**src/rtl/vga_timing.sv**
```systemverilog
// VGA raster timing generator: pixel/line counters with sync, blank, colour and frame-start outputs.
// Define VGA_TIMING_TESTPATTERN_EN to replace the flat background with eight vertical colour bars.
module vga_timing #(
  parameter int          H_VISIBLE = 1024,
  parameter int          H_FRONT   = 24,
  parameter int          H_SYNC    = 136,
  parameter int          H_BACK    = 160,
  parameter int          V_VISIBLE = 768,
  parameter int          V_FRONT   = 3,
  parameter int          V_SYNC    = 6,
  parameter int          V_BACK    = 29,
  parameter logic [11:0] BG_RGB    = 12'h888
) (
  input  logic        pclk,
  input  logic        rst,
  output logic [10:0] hcount_out,
  output logic [10:0] vcount_out,
  output logic        hsync_out,
  output logic        hblnk_out,
  output logic        vsync_out,
  output logic        vblnk_out,
  output logic [11:0] rgb_out,
  output logic        frame_start
);

  localparam logic [10:0] H_VIS      = 11'(H_VISIBLE);
  localparam logic [10:0] H_SYNC_ON  = 11'(H_VISIBLE + H_FRONT);
  localparam logic [10:0] H_SYNC_OFF = 11'(H_VISIBLE + H_FRONT + H_SYNC);
  localparam logic [10:0] H_LAST     = 11'(H_VISIBLE + H_FRONT + H_SYNC + H_BACK - 1);
  localparam logic [10:0] V_VIS      = 11'(V_VISIBLE);
  localparam logic [10:0] V_SYNC_ON  = 11'(V_VISIBLE + V_FRONT);
  localparam logic [10:0] V_SYNC_OFF = 11'(V_VISIBLE + V_FRONT + V_SYNC);
  localparam logic [10:0] V_LAST     = 11'(V_VISIBLE + V_FRONT + V_SYNC + V_BACK - 1);

  logic [10:0] h_next, v_next;
  logic        h_wrap, v_wrap;
  logic        hsync_next, hblnk_next, vsync_next, vblnk_next, frame_next;
  logic [11:0] rgb_next;

  // Every output is decoded from the next counter values and registered together,
  // so counters, syncs, blanks and colour always describe the same pixel.
  always_comb begin
    h_wrap     = (hcount_out >= H_LAST);
    v_wrap     = (vcount_out >= V_LAST);
    h_next     = h_wrap ? 11'd0 : hcount_out + 11'd1;
    v_next     = vcount_out;
    if (h_wrap)
      v_next = v_wrap ? 11'd0 : vcount_out + 11'd1;
    frame_next = h_wrap && v_wrap;

    hblnk_next = (h_next >= H_VIS);
    hsync_next = (h_next >= H_SYNC_ON) && (h_next < H_SYNC_OFF);
    vblnk_next = (v_next >= V_VIS);
    vsync_next = (v_next >= V_SYNC_ON) && (v_next < V_SYNC_OFF);

    rgb_next = 12'h000;
    if (!hblnk_next && !vblnk_next) begin
`ifdef VGA_TIMING_TESTPATTERN_EN
      case (h_next[9:7])
        3'd0:    rgb_next = 12'h000;
        3'd1:    rgb_next = 12'hF00;
        3'd2:    rgb_next = 12'h0F0;
        3'd3:    rgb_next = 12'h00F;
        3'd4:    rgb_next = 12'hFF0;
        3'd5:    rgb_next = 12'h0FF;
        3'd6:    rgb_next = 12'hF0F;
        default: rgb_next = 12'hFFF;
      endcase
`else
      rgb_next = BG_RGB;
`endif
    end
  end

  always_ff @(posedge pclk) begin
    if (rst) begin
      hcount_out  <= '0;
      vcount_out  <= '0;
      hsync_out   <= 1'b0;
      hblnk_out   <= 1'b0;
      vsync_out   <= 1'b0;
      vblnk_out   <= 1'b0;
      rgb_out     <= 12'h000;
      frame_start <= 1'b0;
    end else begin
      hcount_out  <= h_next;
      vcount_out  <= v_next;
      hsync_out   <= hsync_next;
      hblnk_out   <= hblnk_next;
      vsync_out   <= vsync_next;
      vblnk_out   <= vblnk_next;
      rgb_out     <= rgb_next;
      frame_start <= frame_next;
    end
  end

endmodule

```
**config.mk**
```make
export PLATFORM = sky130hd
export DESIGN_NAME = vga_timing
export DESIGN_NICKNAME = d
export VERILOG_FILES = /design/src/rtl/vga_timing.sv
export SDC_FILE = /design/constraint.sdc
export NUM_CORES = 1
export LEC_CHECK = 0
export BUFFER_PORTS_ARGS = -buffer_cell sky130_fd_sc_hd__buf_4
export CAP_MARGIN = 20
export CORE_AREA = 2 2 81 75
export DETAILED_ROUTE_END_ITERATION = 8
export DIE_AREA = 0 0 83 77
export PLACE_DENSITY = 0.61
export SLEW_MARGIN = 20
export SYNTH_ARGS = -nofsm -noshare
export SYNTH_HDL_FRONTEND = slang
export SYNTH_SLANG_ARGS = --single-unit
```
**constraint.sdc**
```tcl
create_clock -name pclk -period 6.1 [get_ports pclk]
set_input_delay 1.22 -clock pclk [delete_from_list [all_inputs] [get_ports pclk]]
set_output_delay 1.22 -clock pclk [all_outputs]
set_load 0.05 [all_outputs]
```
======== Yosys cells after proc, flatten, opt, wreduce, memory -nomap -nowiden ========
Index checks and enable logic that the tools add are counted.
storage, ports and cells
  memories ................................ 0
  memory bits (read-only) ................. 0
  latch bits .............................. 0
  input port bits ......................... 2
  memory bits (writable) .................. 0
  output and inout bits ................... 39
  register bits after elaboration ......... 39
  word-level logic and storage cells ...... 28
cells by class
  bitwise gates (word level) .............. 0
  muxes and demuxes ....................... 4
  equality and inequality tests ........... 0
  reductions and logical operators ........ 6
  multiply operators ...................... 0
  divide/modulo/power cells ............... 0
  $lt $le $gt $ge ......................... 8
  shift operators ......................... 0
  $add $sub $neg .......................... 2
operators with widths
  kind                                                                            count
  11-bit by 10-bit >= comparator with 1-bit output, second input constant         3
  11-bit >= comparator, second input constant                                     3
  11-bit two-way mux                                                              3
  11-bit by 1-bit adder with 11-bit output, second input constant                 2
  12-bit two-way mux                                                              1
  11-bit by 10-bit less-than comparator with 1-bit output, second input constant  1
  11-bit less-than comparator, second input constant                              1
  1-bit logical AND                                                               4
  1-bit logical NOT                                                               2

======== Logic depth before layout (Yosys ltp) ========
  depth in word-level cells ............... 7
  depth in mapped cells ................... 9
  mapped depth without buffers ............ 8

======== Worst setup path before layout ========
No wires, ideal clock.
  kind .................................... register to register
  start point ............................. register vcount_out[1]
  end point ............................... register vsync_out
  stages on the path, launching flop included .. 10
  period minus slack after synthesis ...... 2,658 ps
  setup time .............................. 79 ps
  required time ........................... 6,021 ps
  buffers on the path ..................... 1
  setup slack ............................. 3,442 ps
  data arrival time ....................... 2,578 ps
  path through ............................ dfxtp_1 -> inv_1 -> ha_1 -> o31a_1 -> o32a_1 -> buf_6 -> nor3_4 -> a22oi_2 -> a2111o_1 -> a211oi_2
between the ends
  word-level cells in the longest chain between the ends .. 5
  elaborated cells on any way between the ends .. 7
  classes of those cells .................. 1 x add/sub; 3 x order compare; 2 x mux; 1 x reduce/logical
RTL lines
  element                                                                                                                             line    RTL
  start, declared                                                                                                                     17      output logic [10:0] vcount_out,
  start signal, assigned                                                                                                              87      vcount_out <= v_next;
  11-bit by 1-bit adder with 11-bit output / 11-bit by 10-bit >= comparator with 1-bit output (equally long branches)                 48, 44
  11-bit two-way mux                                                                                                                  48      v_next = v_wrap ? 11'd0 : vcount_out + 11'd1;
  11-bit two-way mux (*)                                                                                                              47      if (h_wrap)
  11-bit by 10-bit >= comparator with 1-bit output / 11-bit by 10-bit less-than comparator with 1-bit output (equally long branches)  54      vsync_next = (v_next >= V_SYNC_ON) && (v_next < V_SYNC_OFF);
  1-bit logical AND (*)                                                                                                               54
  end signal, assigned                                                                                                                90      vsync_out <= vsync_next;
  end, declared                                                                                                                       20      output logic vsync_out,
Mark *: on every way between the ends. The rest lies on a longest branch, timed or not.
A chain may end at the register's enable or synchronous reset.

======== Final worst setup path ========
Same ends and word-level chain as after synthesis.

==> reports/summary.txt <==
status = complete, no violations
Final ANT Viol Nets = 0
Pre-antenna DRT Iters = 4
Worst VDD drop = 0.0752 mV
Initial Utilization = 0.292
Max Slew Vio Count = 0
Syn. warnings = 0
Synth top area share = 0.333
cell depth of the worst setup path = 8
DRC = 0
vias in the first global route = 1229
Slew HR = 0.463
ant diodes = 0
Placer Congestion = 0.811
antenna violations before repair = 0
worst min-delay path class = register to register
CP max stage delay = 0.50 ns
CP required = 6.31 ns
overall routing resource usage = 0.115
Synth area leader = dfxtp_1
Worst R2R Path Depth = 8
Detailed Place HPWL = 2.77 mm
die area = 0.00639 mm^2
Critical path buffers and inverters = 1
Nets = 229
synthesized area per cell = 7.96 um^2
Routed WL per cell = 13.0 um
Syn-to-layout area delta = 15.8%
count of different cell masters after synthesis = 46
Pwr per Cell Area = 173 mW/mm^2
most frequent cells in the layout = nor2_1, buf_4, dfxtp_1
Mapped Cells = 204
Worst Tran Pin Value = 0.800 ns
#FFs+latches synth = 27
WHS = 0.495 ns
slowest CP cell = dfxtp_1
Worst Skew = 0.00304 ns
# fillers = 572
htree depth = 1
Setup WS pre-CTS = 3.52 ns
die height = 77 um
layout cells sized above 1 = 0.175
number of synthesized flops with an enable pin = 0
TritonCTS clock tree = built
chip width = 83 um
most common cell after layout, fill and taps aside = nor2_1
Final setup viols = 0
Post-Syn Area = 0.00162 mm^2
first-pass GRT wire length = 6.07 mm
Buffers on Ports = 31
Max Freq = 384 MHz
CTS max path bufs = 2
Clk pin slew, worst setup/hold paths = 0.10 ns
Layout Utilization = 0.338
fin cells = 293
DR iter-0 viols = 141
DR vias = 1478
crit-path cells = inv_1 -> ha_1 -> o31a_1 -> o32a_1 -> nor3_4 -> a22oi_2 -> a2111o_1 -> a211oi_2
Multi-input gate area = 956 um^2
Async S/R FF share, synth = 0
Vias/cell = 5.04
Worst Slack Setup Final = 3.49 ns
Clock Latency Late Sink = 0.28 ns
Crit Reg-Reg Endpoint = vsync_out
leakage = 0.751 nW
FF-to-FF setup slack = 3.49 ns
core area = 0.00556 mm^2
largest net degree at the start of global routing = 17
row count = 26
# clock sinks = 27
grt ovf = 0
sequential cell area fraction in the yosys report = 0.333
worst r2r src = vcount_out[1]
Synth Flop Type = dfxtp_1
Max-cap violations = 0
# IOs = 41
Post-CTS Resized = 0
Area contributors post-synth = dfxtp_1, nor2_1, buf_4
Hold-fix buffers, CTS = 0
Placed Cells = 289
TNS Setup = 0 ns
crit path DAT = 2.82 ns
Final Hold Violating Endpoints = 0
CTS Root Cell = clkbuf_8
Max FO, Critical Path = 9
Crit. End Element = register
Total Wirelength = 3.80 mm
crit path from = vcount_out[1]
RSZ-0062 raised after global routing = false
fin crit share = 0.427
post-CTS setup buffers = 0
area of all sequential standard cells = 541 um^2
Num CTS Buffers = 3
crit path to = vsync_out
Worst Setup Path Type = register to register
CP top delay family = compound AO/OA/AOI/OAI gates
crit path time final = 2.61 ns
crit path launch type = register
## power breakdown
group          switching [mW]  total, mW  internal [mW]
sequential            0.00289      0.181          0.178
clock                  0.0629      0.109         0.0465
combinational          0.0286     0.0351        0.00652
total                  0.0944      0.326          0.231
## layout make-up
| class | count | share of cell area |
|---|---|---|
| clock buffers | 3 | 0.0220 |
| well taps | 70 | 0.0466 |
| flip-flops and latches | 27 | 0.287 |
| repair buffers | 31 | 0.124 |
| clock inverters | 1 | 0.00399 |
| multi-input cells | 157 | 0.508 |
| inverters | 4 | 0.00798 |
## cells in the mapped netlist, drive strengths merged, types with 4 or more instances
| cell type | instances |
|---|---|
| nor2 | 35 |
| a21oi | 6 |
| o211ai | 7 |
| and3 | 6 |
| o21ai | 7 |
| xor2 | 6 |
| nand4 | 5 |
| nand2 | 15 |
| dfxtp | 27 |
| nand3 | 11 |
| xnor2 | 6 |
| inv | 4 |
| clkbuf | 11 |
| buf | 13 |
## kinds of logic after synthesis
kind of cell    synth area share
compound gates             0.198
simple gates               0.276
mux                      0.00616
buf+inv                   0.0971
flops                      0.333
xor+xnor                  0.0647
other cells              0.00231
fa+ha+maj                 0.0231
## worst min path at each step
stage,start,end,cells past startpoint
6_report,hcount_out[0],hcount_out[0],1
3_5_place_dp,hcount_out[0],hcount_out[0],1
3_3_place_gp,hcount_out[0],hcount_out[0],1
2_1_floorplan,hcount_out[0],hcount_out[0],1
5_1_grt,hcount_out[0],hcount_out[0],1
4_1_cts,hcount_out[0],hcount_out[0],1
## registers in the layout (all words and copies together), names as in the netlist
| register | flops |
|---|---|
| hsync_out | 1 |
| frame_start | 1 |
| rgb_out | 1 |
| vcount_out | 11 |
| hcount_out | 11 |
| vsync_out | 1 |
| vblnk_out | 1 |
## stage by stage
stage,power [mW],cell area (um^2)
floorplan,0.219,1650
global placement,0.220,1830
detailed placement,0.220,1830
CTS,0.329,1880
global route,0.338,1880
finish,0.326,1880
## per-layer routing
metal,vias up,GRT usage,share of wire
met4,0,0.0393,0.014
met3,5,0.0205,0.057
li1,737,-,-
met5,-,0,0
met2,66,0.161,0.41
met1,670,0.175,0.52
No activity file was read; power rests on OpenSTA's default activity.
